$ cat src/rtl/palette_commit_ctrl_if.sv
// Host-side write channel of the palette controller: one (index, RGB) update per
// accepted valid/ready handshake.
interface palette_commit_ctrl_if #(
    parameter int IDX_W = 4
) ();
    logic             wr_valid;
    logic             wr_ready;
    logic [IDX_W-1:0] wr_index;
    logic [23:0]      wr_rgb;

    modport master (
        output wr_valid,
        output wr_index,
        output wr_rgb,
        input  wr_ready
    );

    modport slave (
        input  wr_valid,
        input  wr_index,
        input  wr_rgb,
        output wr_ready
    );
endinterface

$ cat src/rtl/palette_commit_ctrl.sv
// Colour palette with vblank-gated commit of queued host writes and a
// one-cycle registered per-pixel lookup.
module palette_commit_ctrl #(
    parameter  int IDX_W      = 4,
    parameter  int FIFO_DEPTH = 8,
    localparam int CNT_W      = $clog2(FIFO_DEPTH + 1)
) (
    input  logic                 Clk,
    input  logic                 Reset_n,
    palette_commit_ctrl_if.slave wr,
    input  logic                 vblank,
    input  logic [IDX_W-1:0]     pix_index,
    output logic [7:0]           VGA_R,
    output logic [7:0]           VGA_G,
    output logic [7:0]           VGA_B,
    output logic [CNT_W-1:0]     pending_count,
    output logic                 commit_done
);

    localparam int NUM_COLORS = 2 ** IDX_W;
    localparam int PTR_W      = (FIFO_DEPTH > 1) ? $clog2(FIFO_DEPTH) : 1;

    typedef enum logic [1:0] {
        ST_IDLE   = 2'd0,
        ST_COMMIT = 2'd1,
        ST_DRAIN  = 2'd2
    } state_e;

    state_e             state_q;
    state_e             state_d;
    logic [1:0]         rst_sync_q;
    logic               rst_int_n;
    logic [PTR_W-1:0]   wr_ptr_q;
    logic [PTR_W-1:0]   wr_ptr_d;
    logic [PTR_W-1:0]   rd_ptr_q;
    logic [PTR_W-1:0]   rd_ptr_d;
    logic [CNT_W-1:0]   count_q;
    logic [CNT_W-1:0]   count_d;
    logic               ready_q;
    logic               done_q;
    logic [23:0]        rgb_q;
    logic               push;
    logic               pop;
    logic [IDX_W-1:0]   fifo_idx_q [FIFO_DEPTH];
    logic [23:0]        fifo_rgb_q [FIFO_DEPTH];
    logic [23:0]        palette_q  [NUM_COLORS];

    // Pointer advance that wraps at FIFO_DEPTH, so non-power-of-two depths work.
    function automatic logic [PTR_W-1:0] ptr_inc(input logic [PTR_W-1:0] p);
        logic [PTR_W-1:0] r;
        if (p == PTR_W'(FIFO_DEPTH - 1)) begin
            r = {PTR_W{1'b0}};
        end else begin
            r = p + PTR_W'(1);
        end
        return r;
    endfunction

    // Reset asserts asynchronously but releases only on a clock edge.
    always_ff @(posedge Clk or negedge Reset_n) begin
        if (!Reset_n) begin
            rst_sync_q <= 2'b00;
        end else begin
            rst_sync_q <= {rst_sync_q[0], 1'b1};
        end
    end

    assign rst_int_n = rst_sync_q[1];

    assign push = wr.wr_valid && ready_q;

    // Next-state: commits happen only in COMMIT while vblank is high.
    always_comb begin
        state_d = state_q;
        pop     = 1'b0;
        case (state_q)
            ST_IDLE: begin
                if (vblank && (count_q != {CNT_W{1'b0}})) begin
                    state_d = ST_COMMIT;
                end else begin
                    state_d = ST_IDLE;
                end
            end
            ST_COMMIT: begin
                if (!vblank) begin
                    state_d = ST_IDLE;
                end else if (count_q != {CNT_W{1'b0}}) begin
                    pop = 1'b1;
                    if ((count_q == CNT_W'(1)) && !push) begin
                        state_d = ST_DRAIN;
                    end else begin
                        state_d = ST_COMMIT;
                    end
                end else begin
                    state_d = ST_DRAIN;
                end
            end
            ST_DRAIN: begin
                state_d = ST_IDLE;
            end
            default: begin
                state_d = ST_IDLE;
            end
        endcase
    end

    always_comb begin
        wr_ptr_d = wr_ptr_q;
        rd_ptr_d = rd_ptr_q;
        count_d  = count_q;
        if (push) begin
            wr_ptr_d = ptr_inc(wr_ptr_q);
        end else begin
            wr_ptr_d = wr_ptr_q;
        end
        if (pop) begin
            rd_ptr_d = ptr_inc(rd_ptr_q);
        end else begin
            rd_ptr_d = rd_ptr_q;
        end
        case ({push, pop})
            2'b10:   count_d = count_q + CNT_W'(1);
            2'b01:   count_d = count_q - CNT_W'(1);
            default: count_d = count_q;
        endcase
    end

    // Control registers; commit_done is high exactly while the FSM sits in DRAIN.
    always_ff @(posedge Clk or negedge rst_int_n) begin
        if (!rst_int_n) begin
            state_q  <= ST_IDLE;
            wr_ptr_q <= {PTR_W{1'b0}};
            rd_ptr_q <= {PTR_W{1'b0}};
            count_q  <= {CNT_W{1'b0}};
            ready_q  <= 1'b1;
            done_q   <= 1'b0;
        end else begin
            state_q  <= state_d;
            wr_ptr_q <= wr_ptr_d;
            rd_ptr_q <= rd_ptr_d;
            count_q  <= count_d;
            ready_q  <= (count_d < CNT_W'(FIFO_DEPTH));
            done_q   <= (state_d == ST_DRAIN);
        end
    end

    always_ff @(posedge Clk or negedge rst_int_n) begin
        if (!rst_int_n) begin
            for (int i = 0; i < FIFO_DEPTH; i++) begin
                fifo_idx_q[i] <= {IDX_W{1'b0}};
                fifo_rgb_q[i] <= 24'h000000;
            end
        end else if (push) begin
            fifo_idx_q[wr_ptr_q] <= wr.wr_index;
            fifo_rgb_q[wr_ptr_q] <= wr.wr_rgb;
        end
    end

    // Palette storage; a reset mid-commit restores the power-on colours.
    always_ff @(posedge Clk or negedge rst_int_n) begin
        if (!rst_int_n) begin
            for (int i = 0; i < NUM_COLORS; i++) begin
                palette_q[i] <= (i == 0) ? 24'h000000 : 24'hFFFFFF;
            end
        end else if (pop) begin
            palette_q[fifo_idx_q[rd_ptr_q]] <= fifo_rgb_q[rd_ptr_q];
        end
    end

    // Lookup reads the pre-commit array, so a same-cycle commit shows next cycle.
    always_ff @(posedge Clk or negedge rst_int_n) begin
        if (!rst_int_n) begin
            rgb_q <= 24'h000000;
        end else begin
            rgb_q <= palette_q[pix_index];
        end
    end

    assign wr.wr_ready    = ready_q;
    assign pending_count  = count_q;
    assign commit_done    = done_q;
    assign VGA_R          = rgb_q[23:16];
    assign VGA_G          = rgb_q[15:8];
    assign VGA_B          = rgb_q[7:0];

endmodule
$ cat src/flat_wrapper.sv
// flat-port wrapper written by rule: the top's interface ports become plain ports
module palette_commit_ctrl_flat 
#(
    parameter  int IDX_W      = 4,
    parameter  int FIFO_DEPTH = 8,
    localparam int CNT_W      = $clog2(FIFO_DEPTH + 1)
)
  (Clk, Reset_n, vblank, pix_index, VGA_R, VGA_G, VGA_B, pending_count, commit_done, wr_wr_valid, wr_wr_index, wr_wr_rgb, wr_wr_ready);
  palette_commit_ctrl_if #(.IDX_W(IDX_W)) wr_i ();
  input  logic Clk;
  input  logic Reset_n;
  input  logic vblank;
  input  logic [IDX_W-1:0] pix_index;
  output logic [7:0] VGA_R;
  output logic [7:0] VGA_G;
  output logic [7:0] VGA_B;
  output logic [CNT_W-1:0] pending_count;
  output logic commit_done;
  input wire logic [$bits(wr_i.wr_valid)-1:0] wr_wr_valid;
  input wire logic [$bits(wr_i.wr_index)-1:0] wr_wr_index;
  input wire logic [$bits(wr_i.wr_rgb)-1:0] wr_wr_rgb;
  output wire logic [$bits(wr_i.wr_ready)-1:0] wr_wr_ready;
  assign wr_i.wr_valid = wr_wr_valid;
  assign wr_i.wr_index = wr_wr_index;
  assign wr_i.wr_rgb = wr_wr_rgb;
  assign wr_wr_ready = wr_i.wr_ready;
  palette_commit_ctrl #(.IDX_W(IDX_W), .FIFO_DEPTH(FIFO_DEPTH)) u_core (.Clk(Clk), .Reset_n(Reset_n), .wr(wr_i), .vblank(vblank), .pix_index(pix_index), .VGA_R(VGA_R), .VGA_G(VGA_G), .VGA_B(VGA_B), .pending_count(pending_count), .commit_done(commit_done));
endmodule
$ cat config.mk
export PLATFORM = sky130hd
export DESIGN_NAME = palette_commit_ctrl_flat
export DESIGN_NICKNAME = d
export VERILOG_FILES = /design/src/rtl/palette_commit_ctrl_if.sv /design/src/rtl/palette_commit_ctrl.sv /design/src/flat_wrapper.sv
export SDC_FILE = /design/constraint.sdc
export NUM_CORES = 1
export LEC_CHECK = 0
export BUFFER_PORTS_ARGS = -buffer_cell sky130_fd_sc_hd__buf_2
export CAP_MARGIN = 40
export CORE_MARGIN = 5
export CORE_UTILIZATION = 40
export CTS_CLUSTER_SIZE = 10
export DETAILED_ROUTE_END_ITERATION = 10
export GPL_ROUTABILITY_DRIVEN = 0
export SLEW_MARGIN = 20
export SYNTH_ARGS = -nofsm -noshare
export SYNTH_HDL_FRONTEND = slang
export SYNTH_SLANG_ARGS = --single-unit
$ cat constraint.sdc
create_clock -name Clk -period 19.5 [get_ports Clk]
set_input_delay 0.975 -clock Clk [delete_from_list [all_inputs] [get_ports Clk]]
set_output_delay 0.975 -clock Clk [all_outputs]
set_load 0.03 [all_outputs]
==> impl_metrics.toml <==
[status]
status = "complete, no violations"

[power_and_ir_drop]
swShare = 0.299
powerDensity_nw_per_um2 = 157
power_frac_seq = 0.442
combPwrFrac = 0.303
clkPwrFrac = 0.255
peakVddDrop_mv = 0.0635
power.internal_mw = 3.65
p_leak_nw = 13.6
switching_power_mw = 1.56

[clock_network]
cts_buffers = 77
clock_latency_ns = 0.60
path_clk_slew_ns = 0.06
root_buffer = "clkbuf_16"
hold_buffers = 0
cts_buffer_depth = 3
htreeDepth = 3
cts_tree = "done"
cts.sinks = 648
cts.repair.resized = 0
cts_setup_buffers = 0

[finish]
drive_above_1_share = 0.767
area_delta_synth_final_pct = 14.5
nets = 1808

[sta]
setup_ws_ns = 16.08
finalCritPeriodShare = 0.175
rsz0062_at_grt = "no"
tightest_slew_ns = 0.855
setup_tns_ns = 0
fmax_ghz = 0.292
fin_skew_ns = 0.0154
finalSetupViolations = 0
slew-limit-headroom = 0.430
hold_viol_final = 0
drv_slew = 0
min_period_ns = 3.42

[worst_setup_path]
cp.required_ns = 20.02
criticalPathCategory = "reg -> reg"
timing.rr.start = "u_core.rd_ptr_q[1]$_DFFE_PN0P_"
cp-end-kind = "flip-flop"
arrival_ns = 3.94
r2r_cells = 7
startpoint_type = "flip-flop"
reg2reg_to = "u_core.palette_q[263]$_DFFE_PN1P_"
cp_max_fo = 46
rrSetupSlack_ns = 16.08

[synth]
avgSynthCellArea_sq_um = 17.1
synth_top_area_share = 0.327
synth_fp_nets = 1740
ys_warn_count = 0
ys_ff_latch = 648
yosysSeqAreaShare = 0.575
synth.distinct_cells = 40
synth_edf_count = 0
syn_area_sq_um = 29000
netlist_top_cells_area = "dfstp_2 (33%), dfrtp_1 (25%), mux2_2 (24%)"
post-synth-top-count-cell = "mux2_2"
synth.largest_area_cell = "dfstp_2"
postSynthCellCount = 1695
synth_async_sr_flop_share = 1.00
synthFlopType = "dfstp_2"
synth_commonest_cells = "mux2_2 (627), dfstp_2 (361), dfrtp_1 (287)"

[drt]
drtIter0Drc = 799
firstDrtPassIters = 4
totalWireLength_mm = 65.2
ant_nets = 0
vias = 15132
drc_errors = 0
wire_per_inst_microns = 23.5
viasPerCell = 5.47

[job]
drv_cap = 0

[global_routing]
grt_pass1_vias = 16703
grt.overflow.total = 0
grt_usage = 0.169
grt_pass1_wl_mm = 103
antenna_found_initial = 2
grt_max_degree = 193

[floorplan]
floorplan.initialDensity = 0.404
fp.dieW_microns = 279
fp.dieH_microns = 279
core.rowCount = 98
dieArea_sq_um = 78000
core_sq_um = 71700
io_pins = 66

[placement]
hpwl_mm = 39.2
pre_cts_slack_ns = 15.63
place.port_buffers = 65

[worst_hold_path]
worstHoldPathType = "reg -> async"
## worst max-delay path, cell delays in order, from the launching register on
cell	delay [ns]
dfrtp_2	0.60
buf_4	0.67
mux4_2	0.45
nand2b_1	0.19
o21a_1	0.24
nor2_4	0.59
buf_16	0.23
mux2_2	0.35
## power groups by stage
stage          clock network (mW)  logic [mW]  registers, mW
6_report                     1.33        1.58           2.30
5_1_grt                      1.43        1.71           2.36
4_1_cts                      1.37        1.60           2.30
3_5_place_dp                    0        1.60           2.32
3_3_place_gp                    0        1.54           2.29
2_1_floorplan                   0        1.19           2.27
## registers in the layout, indices dropped and copies added, names as in the netlist, named ones only
name                  cells
u_core.state_q            2
u_core.fifo_rgb_q       192
u_core.palette_q        384
u_core.rst_sync_q         2
u_core.pending_count      3
u_core.commit_done        1
u_core.rgb_q             24
u_core.wr.wr_ready        1
u_core.fifo_idx_q        32
u_core.wr_ptr_q           3
u_core.rd_ptr_q           3
## how the worst max path moves through the flow
stage	startpoint	endpoint	slack, ns	cells past startpoint
floorplan	u_core.rst_sync_q[1]$_DFF_PN0_	async pin	0.73	0
global placement	u_core.rd_ptr_q[0]$_DFFE_PN0P_	u_core.palette_q[248]$_DFFE_PN1P_	15.45	6
detailed placement	u_core.rst_sync_q[1]$_DFF_PN0_	u_core.palette_q[285]$_DFFE_PN1P_	15.63	5
CTS	u_core.rst_sync_q[1]$_DFF_PN0_	u_core.palette_q[256]$_DFFE_PN1P_	15.61	5
global route	u_core.rd_ptr_q[0]$_DFFE_PN0P_	u_core.palette_q[248]$_DFFE_PN1P_	15.89	7
finish	u_core.rd_ptr_q[1]$_DFFE_PN0P_	u_core.palette_q[263]$_DFFE_PN1P_	16.08	7
## cell type report
| type | instances | area (sq um) |
|---|---|---|
| Clock inverter | 6 | 77.6 |
| Multi-Input combinational cell | 916 | 11900 |
| Tap cell | 950 | 1190 |
| Timing Repair Buffer | 114 | 1150 |
| Inverter | 6 | 22.5 |
| Clock buffer | 127 | 2230 |
| Antenna cell | 1 | 2.50 |
| Sequential cell | 648 | 16700 |
| Fill cell | 6111 | 38500 |
## metal layers
| metal | track usage | share of wire | wire, microns | vias up |
|---|---|---|---|---|
| li1 | - | - | - | 6492 |
| met1 | 0.230 | 0.44 | 28600 | 8351 |
| met2 | 0.290 | 0.51 | 33200 | 209 |
| met3 | 0.0231 | 0.034 | 2220 | 78 |
| met4 | 0.0435 | 0.017 | 1130 | 2 |
| met5 | 0 | 0.00020 | 13 | - |
## layout by cell type, fill, tap and decap left out, types with 3 or more instances in the layout
cell type	Yosys	final
mux2_2	627	627
dfstp_2	361	361
dfrtp_1	287	283
mux4_2	174	174
clkbuf_16	0	80
buf_2	33	63
clkbuf_1	70	42
buf_4	11	23
buf_16	0	16
nand2_1	18	14
nor2_4	0	11
buf_12	0	10
mux2_1	9	9
ha_1	9	9
inv_1	6	6
mux2i_1	5	5
o21ai_0	5	5
clkbuf_8	0	5
nor2_1	10	4
nand3b_1	4	4
a21o_1	4	4
nor3_1	7	4
a21oi_1	4	4
nand2_2	0	4
nand2b_1	4	4
nand4_1	3	3
o21a_1	3	3
nor3_2	0	3
inv_6	0	3
## logic make-up (layout without fill, tap and decap cells)
group,Yosys count,after routing,share of synthesized area
compound gates,27,27,0.00621
other cells,1,2,0.000129
flops,648,648,0.575
mux,815,815,0.384
simple gates,64,64,0.0113
buf+inv,131,253,0.0198
fa+ha+maj,9,9,0.00388
## stage by stage
step | hold slack, ns | util | cell area (sq um) | power [mW] | cells
2_1_floorplan | 0.331 | - | 29000 | 3.46 | 1695
3_3_place_gp | 0.333 | 0.422 | 30300 | 3.82 | 2608
3_5_place_dp | 0.337 | 0.429 | 30800 | 3.92 | 2629
4_1_cts | 0.110 | 0.461 | 33100 | 5.28 | 2762
5_1_grt | 0.130 | 0.463 | 33200 | 5.50 | 2768
6_report | 0.125 | 0.463 | 33200 | 5.20 | 2768
Power figures use the tool's default switching activity.
